<file path="config.mk">
export PLATFORM = sky130hd
export DESIGN_NAME = dmem_bridge
export DESIGN_NICKNAME = d
export VERILOG_FILES = /design/src/rtl/dmem_bridge.sv
export SDC_FILE = /design/constraint.sdc
export NUM_CORES = 1
export LEC_CHECK = 0
export CORE_ASPECT_RATIO = 1.75
export CORE_MARGIN = 2
export CORE_UTILIZATION = 42
export DETAILED_ROUTE_END_ITERATION = 16
export GPL_TIMING_DRIVEN = 0
export MAX_ROUTING_LAYER = met4
export PLACE_DENSITY = 0.85
export SYNTH_ARGS = -nofsm -noshare
export SYNTH_HDL_FRONTEND = slang
export SYNTH_SLANG_ARGS = --single-unit
export TNS_END_PERCENT = 5
</file>
<file path="constraint.sdc">
create_clock -name clk -period 3.1 [get_ports clk]
set_input_delay 0.775 -clock clk [delete_from_list [all_inputs] [get_ports clk]]
set_output_delay 0.775 -clock clk [all_outputs]
set_load 0.005 [all_outputs]
</file>
<file path="src/rtl/dmem_bridge.sv">
// dmem_bridge: memory-stage bridge between the pipelined MIPS core and data RAM.
// A single-cycle M-stage load/store becomes a held req/ack bus transaction.
// stallM freezes the pipeline until the access completes. Each access takes
// IDLE -> REQ (one or more cycles) -> DONE.
// Optional feature: define DMEM_TIMEOUT_EN to abort a REQ phase after TIMEOUT
// cycles without ack. An abort sets the sticky err flag and returns ERR_DATA
// on a read.
module dmem_bridge #(
    parameter int                 DATA_W   = 32,
    parameter int                 TIMEOUT  = 15,
    parameter logic [DATA_W-1:0]  ERR_DATA = 32'hDEADBEEF
) (
    input  logic              clk,
    input  logic              rst,
    input  logic              memReadM,
    input  logic              memWriteM,
    input  logic [DATA_W-1:0] ALUOutM,
    input  logic [DATA_W-1:0] writeDataM,
    output logic [DATA_W-1:0] readDataM,
    output logic              stallM,
    output logic              bus_req,
    output logic              bus_we,
    output logic [DATA_W-1:0] bus_addr,
    output logic [DATA_W-1:0] bus_wdata,
    input  logic              bus_ack,
    input  logic [DATA_W-1:0] bus_rdata,
    output logic              err
);

    typedef enum logic [1:0] {
        IDLE = 2'b00,
        REQ  = 2'b01,
        DONE = 2'b10
    } state_t;

    state_t            state_r;
    state_t            nextState_s;
    logic              stall_s;
    logic              capture_s;
    logic              timeout_s;
    logic              timeoutHit_s;
    logic [DATA_W-1:0] addr_r;
    logic [DATA_W-1:0] wdata_r;
    logic              we_r;
    logic [DATA_W-1:0] readData_r;

    // Clear the two byte-offset bits so the bus always sees a word address.
    function automatic logic [DATA_W-1:0] wordAddr(input logic [DATA_W-1:0] a);
        wordAddr = a & {{(DATA_W-2){1'b1}}, 2'b00};
    endfunction

`ifdef DMEM_TIMEOUT_EN
    localparam int CNT_W = $clog2(TIMEOUT + 1);

    logic [CNT_W-1:0] tmoCnt_r;
    logic             err_r;

    // The TIMEOUT-th REQ cycle without ack aborts the access.
    assign timeoutHit_s = (tmoCnt_r == CNT_W'(TIMEOUT - 1));

    // Watchdog: cleared on REQ entry, counts REQ cycles that see no ack.
    always_ff @(posedge clk or negedge rst) begin
        if (!rst) begin
            tmoCnt_r <= {CNT_W{1'b0}};
        end else if (capture_s) begin
            tmoCnt_r <= {CNT_W{1'b0}};
        end else if ((state_r == REQ) && !bus_ack && !timeoutHit_s) begin
            tmoCnt_r <= tmoCnt_r + CNT_W'(1);
        end else begin
            tmoCnt_r <= tmoCnt_r;
        end
    end

    // Sticky abort flag; only reset clears it.
    always_ff @(posedge clk or negedge rst) begin
        if (!rst) begin
            err_r <= 1'b0;
        end else if (timeout_s) begin
            err_r <= 1'b1;
        end else begin
            err_r <= err_r;
        end
    end

    assign err = err_r;
`else
    // There is no watchdog, so REQ waits for ack indefinitely and the abort
    // path can never be taken.
    assign timeoutHit_s = (TIMEOUT < 0);
    assign err          = 1'b0;
`endif

    // State register.
    always_ff @(posedge clk or negedge rst) begin
        if (!rst) begin
            state_r <= IDLE;
        end else begin
            state_r <= nextState_s;
        end
    end

    // Next-state and control decode. An ack wins over a simultaneous timeout.
    always_comb begin
        nextState_s = state_r;
        stall_s     = 1'b0;
        capture_s   = 1'b0;
        timeout_s   = 1'b0;
        case (state_r)
            IDLE: begin
                if (memReadM || memWriteM) begin
                    stall_s     = 1'b1;
                    capture_s   = 1'b1;
                    nextState_s = REQ;
                end else begin
                    nextState_s = IDLE;
                end
            end
            REQ: begin
                stall_s = 1'b1;
                if (bus_ack) begin
                    nextState_s = DONE;
                end else if (timeoutHit_s) begin
                    timeout_s   = 1'b1;
                    nextState_s = DONE;
                end else begin
                    nextState_s = REQ;
                end
            end
            DONE: begin
                // The request still visible here is the one just served.
                nextState_s = IDLE;
            end
            default: begin
                nextState_s = IDLE;
            end
        endcase
    end

    // Latch the transaction fields once; they stay stable through REQ.
    // A simultaneous read and write request is served as a write.
    always_ff @(posedge clk or negedge rst) begin
        if (!rst) begin
            addr_r  <= {DATA_W{1'b0}};
            wdata_r <= {DATA_W{1'b0}};
            we_r    <= 1'b0;
        end else if (capture_s) begin
            addr_r  <= wordAddr(ALUOutM);
            wdata_r <= writeDataM;
            we_r    <= memWriteM;
        end else begin
            addr_r  <= addr_r;
            wdata_r <= wdata_r;
            we_r    <= we_r;
        end
    end

    // Load result: updated only by a completed or aborted read.
    always_ff @(posedge clk or negedge rst) begin
        if (!rst) begin
            readData_r <= {DATA_W{1'b0}};
        end else if ((state_r == REQ) && bus_ack && !we_r) begin
            readData_r <= bus_rdata;
        end else if (timeout_s && !we_r) begin
            readData_r <= ERR_DATA;
        end else begin
            readData_r <= readData_r;
        end
    end

    assign readDataM = readData_r;
    assign bus_req   = (state_r == REQ);
    assign bus_we    = we_r;
    assign bus_addr  = addr_r;
    assign bus_wdata = wdata_r;
    // Stall is forced low while reset is held so the pipeline is never frozen by it.
    assign stallM    = rst ? stall_s : 1'b0;

endmodule

</file>
## After elaboration in Yosys (flattened, before gate mapping)

Index checks and enable logic that the tools add are counted.

- Equality and inequality tests: 1
- Mux-type cells: 8
- Reduce and logical (&&, ||, !) cells: 5

Operator list:

| kind | number |
|---|---|
| two-way mux 32 bit | 1 |
| two-way mux 1 bit | 4 |
| one-hot mux 2 bit (2 select lines) | 1 |
| equality test 2 x 1 -> 1 bit, second input constant | 1 |
| logical AND 1 bit | 2 |
| logical NOT 2 bit | 1 |
| two-way mux 2 bit | 1 |
| one-hot mux 1 bit (2 select lines) | 1 |
| logical NOT 1 bit | 1 |
| logical OR 1 bit | 1 |

- Register bits after elaboration: 97
- Input port bits: 101
- Output and inout bits: 100
- Word-level logic and storage cells: 19

## Logic depth before layout (Yosys ltp)

- Word-level depth: 4
- Gate-level depth with buffers: 5
- Depth with buffers taken out: 3

## Worst setup path before layout

No wires, ideal clock.

- Kind: input to output
- Start point: input memWriteM
- End point: output stallM
- Data arrival time: 1.071 ns
- Data required time: 2.325 ns
- Setup slack: 1.254 ns
- Stages: 2
- Path buffers: 0
- Cells stage by stage: nor3_1 nor3b_1

- Word-level cells in the longest chain between the ends: 4

Ends and longest elaborated chain:

| element | RTL line | text |
|---|---|---|
| start, declared | 16 | `input logic memWriteM,` |
| logical OR 1 bit | 110 | `if (memReadM \|\| memWriteM) begin` |
| two-way mux 1 bit | 110 |  |
| one-hot mux 1 bit (2 select lines) | 108 | `case (state_r)` |
| two-way mux 1 bit | 176 | `assign stallM = rst ? stall_s : 1'b0;` |
| end, declared | 20 | `output logic stallM,` |

Every way passes these cells.

## Worst setup path after layout

- Start point: input rst
- End point: output stallM

- Word-level cells in the longest chain between the ends: 1

Ends and longest elaborated chain:

| element | RTL line | text |
|---|---|---|
| start, declared | 14 | `input logic rst,` |
| two-way mux 1 bit | 176 |  |

Every way passes these cells.

==> qor.yml <==
logic_synthesis:
  yosysSeqAreaShare_pct: 63.52
  avgSynthCellArea_um2: 17.69
  yosys.area.top_type_share_pct: 63.52
  yosysMostFrequentCell: "dfrtp_1"
  yosys_warnings: 0
  synth_top_flop_cell: "dfrtp_1"
  synth_common_cells: "dfrtp_1 (97), mux2_2 (64), mux2_4 (30)"
  synth_cell_types: 18
  synth_area_mm2: 0.003821
  ys_ff_latch: 97
  synth_area_leaders: "dfrtp_1 (64%), mux2_2 (19%), mux2_4 (12%)"
  synth-async-reset-ratio_pct: 100.0
  synth_largest_area_cell: "dfrtp_1"
  synth_edf_count: 0
  synth_cells: 216
drt:
  firstDrtPassIters: 4
  drt_iter0_drc: 68
  viasPerCell: 4.718
  ant_nets: 0
  routed_wirelength_mm: 9.481
  vias: 2590
  wire_per_inst_um: 17.27
  drc_errors: 0
placement:
  port_buffers: 195
  placed_cells: 534
  place_area_mm2: 0.005956
  dp_hpwl_mm: 7.329
  place_congestion: 0.7287
  pre_cts_slack_ns: 0.1892
timing:
  fin_skew_ns: 0.008222
  slew_headroom_pct: 57.15
  finalHoldViolCount: 0
  fmax_mhz: 346.8
  fin_crit_sh_pct: 93.00
  tightest_slew_ns: 0.6427
  finalCriticalPeriod_ns: 2.883
  worst_slack_ns: 0.2169
  setup_viol: 0
  slew_viol_final: 0
  rsz0062_at_grt: "no"
cts:
  h-tree-depth: 3
  post_cts_resized: 0
  clock-sinks: 97
  clkLatencyLatePin_ns: 0.34
  root_buffer: "clkbuf_16"
  cts_buffers: 9
  cts_tree: "done"
  clockBufferDepth: 2
  clk_pin_slew_ns: 0.07
  cts_hold_buf: 0
  cts_setup_buffers: 0
floorplan:
  core_mm2: 0.008979
  initial_core_util_pct: 42.56
  dieArea_mm2: 0.009907
  die-height_um: 130.2
  die_x_um: 76.11
  io_pins: 201
  fp-row-count: 46
setup_path:
  r2r_start: "state_r[1]$_DFF_PN0_"
  crit_fanout: 50
  crit_required_ns: 2.32
  start_kind: "input port"
  critical_path_class: "input port to primary output"
  rr_worst_depth: 5
  r2r_end: "bus_addr[29]$_DFFE_PN0P_"
  r2r_slack_ns: 1.42
  crit_path_end_kind: "primary output"
  worstPathArrival_ns: 2.11
finish:
  stdcell_area_mm2: 0.006261
  num_antenna_cells: 0
  ff_latch_area_mm2: 0.002427
  multiInputGateArea_mm2: 0.001257
  fin_cells: 549
  fill_cells: 672
  nets: 526
  drive_gt1_share_pct: 29.60
  syn_to_final_growth_pct: 63.85
power_and_ir_drop:
  cellPowerDensity_mw_per_mm2: 953.0
  clockPowerShare_pct: 18.7
  power_switching_uw: 1527
  ir_drop_mv: 0.6436
  swShare_pct: 25.59
  p_leak_uw: 0.002638
  internal_power_uw: 4440
  p_seq_share_pct: 37.5
  power_frac_comb_pct: 43.7
outcome:
  outcome: "finished, final reports clean"
grt:
  antenna_found_initial: 0
  grt_usage_pct: 19.54
  grt_max_degree: 51
  grt_pass1_wl_mm: 14.42
  grt_pass1_vias: 2863
  grt_overflow: 0
min_path:
  hold_path_class: "input port to asynchronous set/reset pin"
job:
  cap_violations: 0
==> through the flow <==
stage,hold slack [ns],total power [µW],TNS (ns),utilization [%]
after global routing,0.5129,6286,0,69.73
after global placement,0.4777,4781,-225.90,66.05
after CTS,0.4807,6040,0,69.73
after floorplan,0.4565,3228,0,-
after detailed placement,0.4921,4896,0,66.33
final,0.4609,5967,0,69.73
==> area by class of cell <==
| type | count | share of cell area [%] |
|---|---|---|
| multi-input combinational | 107 | 20.08 |
| buffer | 14 | 2.298 |
| clock buffer | 11 | 4.037 |
| tap | 120 | 2.398 |
| clock inverter | 4 | 0.8393 |
| timing repair buffer | 196 | 31.57 |
| sequential | 97 | 38.77 |
==> registers in the layout, summed over array words and instances, names as in the netlist <==
signal,cells
bus_wdata,32
readDataM,32
bus_addr,30
state_r,2
bus_we,1
==> worst max path at each step <==
stage | cells past startpoint | slack, ns | startpoint | endpoint
after floorplan | 2 | 1.25 | memWriteM | stallM
after global placement | 3 | -3.01 | rst | stallM
after detailed placement | 3 | 0.19 | rst | stallM
after CTS | 3 | 0.17 | rst | stallM
after global routing | 3 | 0.09 | rst | stallM
final | 3 | 0.22 | rst | stallM
==> logic make-up (layout without fill, tap and decap cells) <==
family                 after synthesis  count (layout)  synth area share [%]
DFF                                 97              97                 63.52
muxes                               94              94                 30.65
buffers and inverters               14             225                 3.765
and+or+nand+nor                      7               7                 1.342
AOI/OAI and AO/OA                    3               3                0.6223
other                                1               3               0.09814
==> worst max-delay path: stages <==
cell             delay [ns]
buf_4                  0.50
nor3b_1                0.26
clkdlybuf4s50_1        0.55
==> power groups by stage <==
stage	combinational (µW)	sequential, µW	clock, µW
2_1_floorplan	948	2280	0
3_3_place_gp	2570	2210	0
5_1_grt	2760	2330	1200
6_report	2610	2240	1120
4_1_cts	2650	2240	1140
3_5_place_dp	2630	2260	0
==> layout by cell type (no fill, tap or decap), types with 2 or more instances in the layout <==
master           synthesis  routed
dfrtp_1                 97      97
clkbuf_16                0       9
mux2_2                  64      64
clkbuf_8                 0       2
buf_4                    9      10
mux2_4                  30      30
clkinv_4                 0       2
conb_1                   1       3
clkdlybuf4s50_1          0     194
buf_12                   3       3
==> per-layer routing <==
metal / wire length (µm) / global-route usage, %
met1: 3416 / 20.59
met3: 409 / 4.080
met4: 289 / 9.733
met2: 5366 / 34.87
met5: 0 / -
(Power assumes the default switching activity.)
